$ cat config.mk
export PLATFORM = sky130hd
export DESIGN_NAME = spec_mem_seq
export DESIGN_NICKNAME = d
export VERILOG_FILES = /design/src/rtl/spec_mem_pkg.sv /design/src/rtl/spec_mem_gran_mux.sv /design/src/rtl/spec_mem_seq.sv
export SDC_FILE = /design/constraint.sdc
export NUM_CORES = 1
export LEC_CHECK = 0
export CAP_MARGIN = 30
export CORE_MARGIN = 3
export CORE_UTILIZATION = 45
export DETAILED_ROUTE_END_ITERATION = 7
export PLACE_DENSITY = 0.81
export SYNTH_ARGS = -nofsm -noshare
export SYNTH_HDL_FRONTEND = slang
export SYNTH_SLANG_ARGS = --single-unit
export TNS_END_PERCENT = 10
$ cat constraint.sdc
create_clock -name clk_i -period 1.95 [get_ports clk_i]
set_input_delay 0.39 -clock clk_i [delete_from_list [all_inputs] [get_ports clk_i]]
set_output_delay 0.39 -clock clk_i [all_outputs]
set_load 0.005 [all_outputs]
$ cat src/rtl/spec_mem_pkg.sv
// Shared types for the spec memory sequencer: FSM states, granule descriptor, read byte-enable constant.
package spec_mem_pkg;

    typedef enum logic [2:0] {
        ST_IDLE,
        ST_FST_REQ,
        ST_FST_WAIT,
        ST_SND_REQ,
        ST_SND_WAIT,
        ST_DONE
    } spec_mem_state_e;

    typedef struct packed {
        logic [31:0] addr;
        logic [31:0] wdata;
        logic [3:0]  be;
        logic        we;
    } spec_mem_gran_t;

    localparam logic [3:0] SpecMemBeRead = 4'hF;

    function automatic spec_mem_gran_t gran_pack(input logic [31:0] addr,
                                                 input logic [31:0] wdata,
                                                 input logic [3:0]  be,
                                                 input logic        we);
        spec_mem_gran_t g;
        g.addr  = addr;
        g.wdata = wdata;
        g.be    = be;
        g.we    = we;
        return g;
    endfunction

endpackage

$ cat src/rtl/spec_mem_gran_mux.sv
// Purpose: picks the latched first/second granule for the data bus; word-aligns the address.
// Latency: combinational.
// Backpressure: none; drives all-zero whenever no request is active.
module spec_mem_gran_mux
    import spec_mem_pkg::*;
(
    input  spec_mem_gran_t fst_i,
    input  spec_mem_gran_t snd_i,
    input  logic           sel_snd_i,
    input  logic           en_i,
    output spec_mem_gran_t gran_o
);

    always_comb begin
        gran_o = '0;
        if (en_i) begin
            gran_o           = sel_snd_i ? snd_i : fst_i;
            gran_o.addr[1:0] = 2'b00;
        end
    end

endmodule

$ cat src/rtl/spec_mem_seq.sv
// Purpose: serialises a spec instruction's one/two memory granules onto an OBI-style port, returns read data.
// Latency: start->done 3 cycles for one granule with immediate gnt/rvalid, +2 per extra granule.
// Backpressure: req held stable until gnt; start ignored while busy. SPEC_MEM_SEQ_TIMEOUT_EN bounds waits.
module spec_mem_seq
    import spec_mem_pkg::*;
#(
    parameter int unsigned TimeoutCycles = 16
) (
    input  logic        clk_i,
    input  logic        rst_ni,
    input  logic        start_i,
    input  logic        rd_i,
    input  logic        rd_snd_i,
    input  logic [31:0] rd_fst_addr_i,
    input  logic [31:0] rd_snd_addr_i,
    input  logic        wr_i,
    input  logic        wr_snd_i,
    input  logic [31:0] wr_fst_addr_i,
    input  logic [31:0] wr_snd_addr_i,
    input  logic [31:0] wr_fst_wdata_i,
    input  logic [31:0] wr_snd_wdata_i,
    input  logic [3:0]  wr_fst_be_i,
    input  logic [3:0]  wr_snd_be_i,
    output logic        data_req_o,
    output logic        data_we_o,
    output logic [31:0] data_addr_o,
    output logic [3:0]  data_be_o,
    output logic [31:0] data_wdata_o,
    input  logic        data_gnt_i,
    input  logic        data_rvalid_i,
    input  logic [31:0] data_rdata_i,
    input  logic        data_err_i,
    output logic [31:0] fst_rdata_o,
    output logic [31:0] snd_rdata_o,
    output logic        busy_o,
    output logic        done_o,
    output logic        err_o,
    output logic        proto_err_o
);

    spec_mem_state_e state_q, state_d;
    spec_mem_gran_t  fst_q, fst_d, snd_q, snd_d, bus;
    logic            snd_en_q, snd_en_d;
    logic            err_q, err_d;
    logic            proto_q, proto_d;
    logic [31:0]     fst_rdata_q, fst_rdata_d, snd_rdata_q, snd_rdata_d;
    logic            req, in_wait;

`ifdef SPEC_MEM_SEQ_TIMEOUT_EN
    logic [7:0]      wait_cnt_q, wait_cnt_d;
`else
    logic            unused_timeout_cfg;
    assign unused_timeout_cfg = (TimeoutCycles != 0);
`endif

    assign req     = (state_q == ST_FST_REQ)  || (state_q == ST_SND_REQ);
    assign in_wait = (state_q == ST_FST_WAIT) || (state_q == ST_SND_WAIT);

    always_comb begin
        state_d     = state_q;
        fst_d       = fst_q;
        snd_d       = snd_q;
        snd_en_d    = snd_en_q;
        err_d       = err_q;
        proto_d     = proto_q;
        fst_rdata_d = fst_rdata_q;
        snd_rdata_d = snd_rdata_q;

        // A response outside a wait state, or a grant with nothing requested, is a bus protocol bug.
        if ((data_rvalid_i && !in_wait) || (data_gnt_i && !req)) begin
            proto_d = 1'b1;
        end

        unique case (state_q)
            ST_IDLE: begin
                if (start_i) begin
                    fst_d       = wr_i ? gran_pack(wr_fst_addr_i, wr_fst_wdata_i, wr_fst_be_i, 1'b1)
                                       : gran_pack(rd_fst_addr_i, 32'h0, SpecMemBeRead, 1'b0);
                    snd_d       = wr_i ? gran_pack(wr_snd_addr_i, wr_snd_wdata_i, wr_snd_be_i, 1'b1)
                                       : gran_pack(rd_snd_addr_i, 32'h0, SpecMemBeRead, 1'b0);
                    snd_en_d    = wr_i ? wr_snd_i : rd_snd_i;
                    err_d       = 1'b0;
                    fst_rdata_d = '0;
                    snd_rdata_d = '0;
                    if (rd_i && wr_i) begin
                        // No atomics in the core: read+write together is reported, never issued.
                        proto_d = 1'b1;
                        err_d   = 1'b1;
                        state_d = ST_DONE;
                    end else if (rd_i || wr_i) begin
                        state_d = ST_FST_REQ;
                    end else begin
                        state_d = ST_DONE;
                    end
                end
            end
            ST_FST_REQ: if (data_gnt_i) state_d = ST_FST_WAIT;
            ST_FST_WAIT: begin
                if (data_rvalid_i) begin
                    if (!fst_q.we) fst_rdata_d = data_rdata_i;
                    if (data_err_i) begin
                        err_d   = 1'b1;
                        state_d = ST_DONE;
                    end else begin
                        state_d = snd_en_q ? ST_SND_REQ : ST_DONE;
                    end
                end
            end
            ST_SND_REQ: if (data_gnt_i) state_d = ST_SND_WAIT;
            ST_SND_WAIT: begin
                if (data_rvalid_i) begin
                    if (!snd_q.we) snd_rdata_d = data_rdata_i;
                    if (data_err_i) err_d = 1'b1;
                    state_d = ST_DONE;
                end
            end
            ST_DONE: state_d = ST_IDLE;
            default: state_d = ST_IDLE;
        endcase

`ifdef SPEC_MEM_SEQ_TIMEOUT_EN
        wait_cnt_d = wait_cnt_q;
        if (state_d != state_q) begin
            wait_cnt_d = '0;
        end else if (req || in_wait) begin
            if (wait_cnt_q >= 8'(TimeoutCycles - 1)) begin
                state_d    = ST_DONE;
                err_d      = 1'b1;
                proto_d    = 1'b1;
                wait_cnt_d = '0;
            end else if (wait_cnt_q != 8'hFF) begin
                wait_cnt_d = wait_cnt_q + 8'd1;
            end
        end
`endif
    end

    always_ff @(posedge clk_i or negedge rst_ni) begin
        if (!rst_ni) begin
            state_q     <= ST_IDLE;
            fst_q       <= '0;
            snd_q       <= '0;
            snd_en_q    <= 1'b0;
            err_q       <= 1'b0;
            proto_q     <= 1'b0;
            fst_rdata_q <= '0;
            snd_rdata_q <= '0;
`ifdef SPEC_MEM_SEQ_TIMEOUT_EN
            wait_cnt_q  <= '0;
`endif
        end else begin
            state_q     <= state_d;
            fst_q       <= fst_d;
            snd_q       <= snd_d;
            snd_en_q    <= snd_en_d;
            err_q       <= err_d;
            proto_q     <= proto_d;
            fst_rdata_q <= fst_rdata_d;
            snd_rdata_q <= snd_rdata_d;
`ifdef SPEC_MEM_SEQ_TIMEOUT_EN
            wait_cnt_q  <= wait_cnt_d;
`endif
        end
    end

    spec_mem_gran_mux u_gran_mux (
        .fst_i     (fst_q),
        .snd_i     (snd_q),
        .sel_snd_i (state_q == ST_SND_REQ),
        .en_i      (req),
        .gran_o    (bus)
    );

    assign data_req_o   = req;
    assign data_we_o    = bus.we;
    assign data_addr_o  = bus.addr;
    assign data_be_o    = bus.be;
    assign data_wdata_o = bus.wdata;
    assign fst_rdata_o  = fst_rdata_q;
    assign snd_rdata_o  = snd_rdata_q;
    assign busy_o       = (state_q != ST_IDLE);
    assign done_o       = (state_q == ST_DONE);
    assign err_o        = (state_q == ST_DONE) && err_q;
    assign proto_err_o  = proto_q;

endmodule

==> impl_metrics.tcl, run 1 <==
set metrics [dict create \
    synth-simple-area-share_pct 17.1 \
    worstSetupPathType "register to output pin" \
    nets 1700 \
    num_rows 53 \
    synth.top_cell.area_share_pct 50.9 \
    status "finished with violations" \
    netlist_area_sq_mm 0.00998 \
    cap_violations 0 \
    period_minus_slack_ns 2.31 \
    synth-xor-area-share_pct 0.0878 \
    crit_required_ns 1.56 \
    drc_errors 0 \
    cts_sinks 203 \
    rsz0062_at_grt "true" \
    fillers 1516 \
    viasPerCell 5.30 \
    synth_adder_area_share_pct 0.125 \
    clock_tree.root_cell "clkbuf_16" \
    grt_pass1_vias 9159 \
    final_core_util_pct 73.5 \
    cts_buffer_depth 3 \
    synth_top_cells_by_area "dfrtp_1, mux2i_1, nand2_1, nand3_1, inv_1" \
    drtIter0Drc 562 \
    critPathMaxStageDelay_ns 0.51 \
    synth_top_family_by_area "multiplexers" \
    report.power.total_uw 22800 \
    die_area_sq_mm 0.0240 \
    mostFrequentLayoutCells "clkdlybuf4s50_1, nand2_1, dfrtp_1" \
    hold_viol 0 \
    postPlaceCellArea_sq_mm 0.0141 \
    crit_chain "buf_4 -> buf_8 -> buf_12 -> mux2i_1 -> nor2_1 -> clkdlybuf4s15_2" \
    synth_area_leader_cell "dfrtp_1" \
    leakage_uw 0.00729 \
    avgSynthCellArea_sq_um 9.49 \
    violations "setup timing" \
    cp_slowest_cell "dfrtp_4" \
    seq_area_sq_mm 0.00508 \
    stdcell_area_sq_mm 0.0157 \
    drive_above_1_share_pct 19.0 \
    antenna_found_initial 1 \
    async_flop_share_pct 100 \
    yosysUniqueCellTypes 35 \
    fp.dieW_um 155 \
    finalCritPeriodShare_pct 119 \
    first_pass_iters 5 \
    layout_commonest_cell "clkdlybuf4s50_1" \
    synth_seq_cells 203 \
    fp.coreArea_sq_mm 0.0214 \
    worstPathMaxFanout 7 \
    whs_ns 0.313 \
    synthCells 1051 \
    pwr_density_cell_mw_per_mm2 1450 \
    setup_slack_ns -0.364 \
    yosysWarnings 0 \
    synth-compound-area-share_pct 4.94 \
    vias 9253 \
    htreeDepth 1 \
    gp_congestion 0.830 \
    cp.arrival_ns 1.92 \
    slew_viol_final 0 \
    yosysSeqAreaShare_pct 50.9 \
    drt-total-wl_mm 34.6 \
    grt_usage_pct 25.1 \
    area_growth_pct 57.7 \
    grt_max_degree 96 \
    synth_mux_area_share_pct 19.4 \
    cts_tree "done" \
    fmax_mhz 432 \
    cts_buffers 22 \
    port_buffers 369 \
    routedWlPerCell_um 19.8 \
    fin_skew_ns 0.00604 \
    synth_flop_cell "dfrtp_1" \
    clk_pin_slew_ns 0.06 \
    place_hpwl_mm 21.2 \
    die_h_um 155 \
    grt_pass1_wl_mm 48.4 \
    setup_viol 205 \
    grt_overflow 0 \
    hp-class "input port to register" \
    ioPinCount 380 \
    setup_tns_ns -45.07 \
    startpoint_type "register" \
    ir_worst_vdd_mv 0.706 \
    multi_input_area_sq_mm 0.00448 \
    crit_path_end_kind "output pin" \
    worstSkewPairLatency_ns 0.50 \
    drtAntennaViolNets 0 \
    initial_utilization_pct 46.6 \
    synth_edf_count 0 \
]
==> state kept, by name, indices dropped and copies added (netlist names) <==
signal / flops
snd_rdata_o: 32
state_q: 3
fst_rdata_o: 32
fst_q: 67
snd_q: 66
err_q: 1
snd_en_q: 1
proto_err_o: 1
==> report_power, final <==
part           switching [uW]  total (uW)  internal (uW)
sequential               1210        7470           6260
combinational            5200       10900           5700
clock                    1690        4390           2700
==> worst max-delay path: cells and delay by family (launching register included) <==
kind / cells / cell delay, ns
buffers and inverters: 4 / 0.65
flip-flops: 1 / 0.51
multiplexers: 1 / 0.13
AND/OR/NAND/NOR: 1 / 0.13
==> final cells by class <==
type	count	share of cell area, %
Sequential cell	203	32.3
Timing Repair Buffer	458	30.5
Antenna cell	1	0.0159
Multi-Input combinational cell	697	28.4
Clock buffer	32	4.13
Clock inverter	6	0.668
Inverter	75	1.79
Tap cell	275	2.19
==> through the flow <==
step                std cells  setup WS (ns)
CTS                      1714         -0.349
floorplan                1052          0.227
global placement         1654        -0.0596
global route             1747         -0.408
finish                   1747         -0.364
detailed placement       1654         -0.119
==> worst paths after layout <==
kind | endpoint | start | slack [ns] | cells after the start
setup / recovery | data_addr_o[7] | state_q[1]$_DFFE_PN0P_ | -0.36 | 6
hold / removal | fst_q[33]$_DFFE_PN0P_ | wr_i | 0.31 | 3
setup reg to reg | fst_q[30]$_DFFE_PN0P_ | state_q[1]$_DFFE_PN0P_ | -0.31 | 9
hold reg to reg | snd_q[12]$_DFFE_PN0P_ | snd_q[12]$_DFFE_PN0P_ | 0.47 | 2
max in group asynchronous | snd_rdata_o[6]$_DFFE_PN0P_ | rst_ni | 0.89 | 3
min in group asynchronous | fst_rdata_o[23]$_DFFE_PN0P_ | rst_ni | 0.41 | 2
==> Yosys cell counts (all sizes together) (2+ instances only) <==
cell / number
dfrtp: 203
mux2i: 192
nor2: 75
nand2: 256
clkbuf: 32
nand3: 65
o21ai: 63
a211oi: 2
a31oi: 9
nand2b: 6
a21oi: 3
nand3b: 2
buf: 47
nor3b: 4
inv: 75
a21o: 2
o22ai: 2
==> kinds of logic after synthesis <==
kind of cell	count (synthesis)
compound gates	85
xor+xnor	1
fa+ha+maj	1
buf+inv	154
flops	203
mux	193
other cells	1
simple gates	413
==> repair_timing <==
| item | 4_1_cts | 5_1_grt |
|---|---|---|
| resized for setup | 299 | 99 |
| setup endpoints to repair | 71 | 236 |
| hold endpoints to repair | 39 | 0 |
| pin swaps | 10 | 44 |
| setup buffers | 15 | 14 |
| hold buffers | 1 | 0 |
| cloned | 6 | 19 |
==> layer usage <==
layer | vias to the layer above | global-route usage (%) | part of all wire, %
met4 | 0 | 7.78 | 3.1
met5 | - | 0 | 0
li1 | 4254 | - | -
met2 | 419 | 44.1 | 51
met1 | 4507 | 31.0 | 39
met3 | 73 | 5.40 | 7.7
No activity file was read; power rests on OpenSTA's default activity.
==> run 2: changes to the inputs <==
CTS_CLUSTER_DIAMETER = 120   (was not set)
==> results of run 2 <==
Final layout, timing and power as in run 1 (identical DEF).
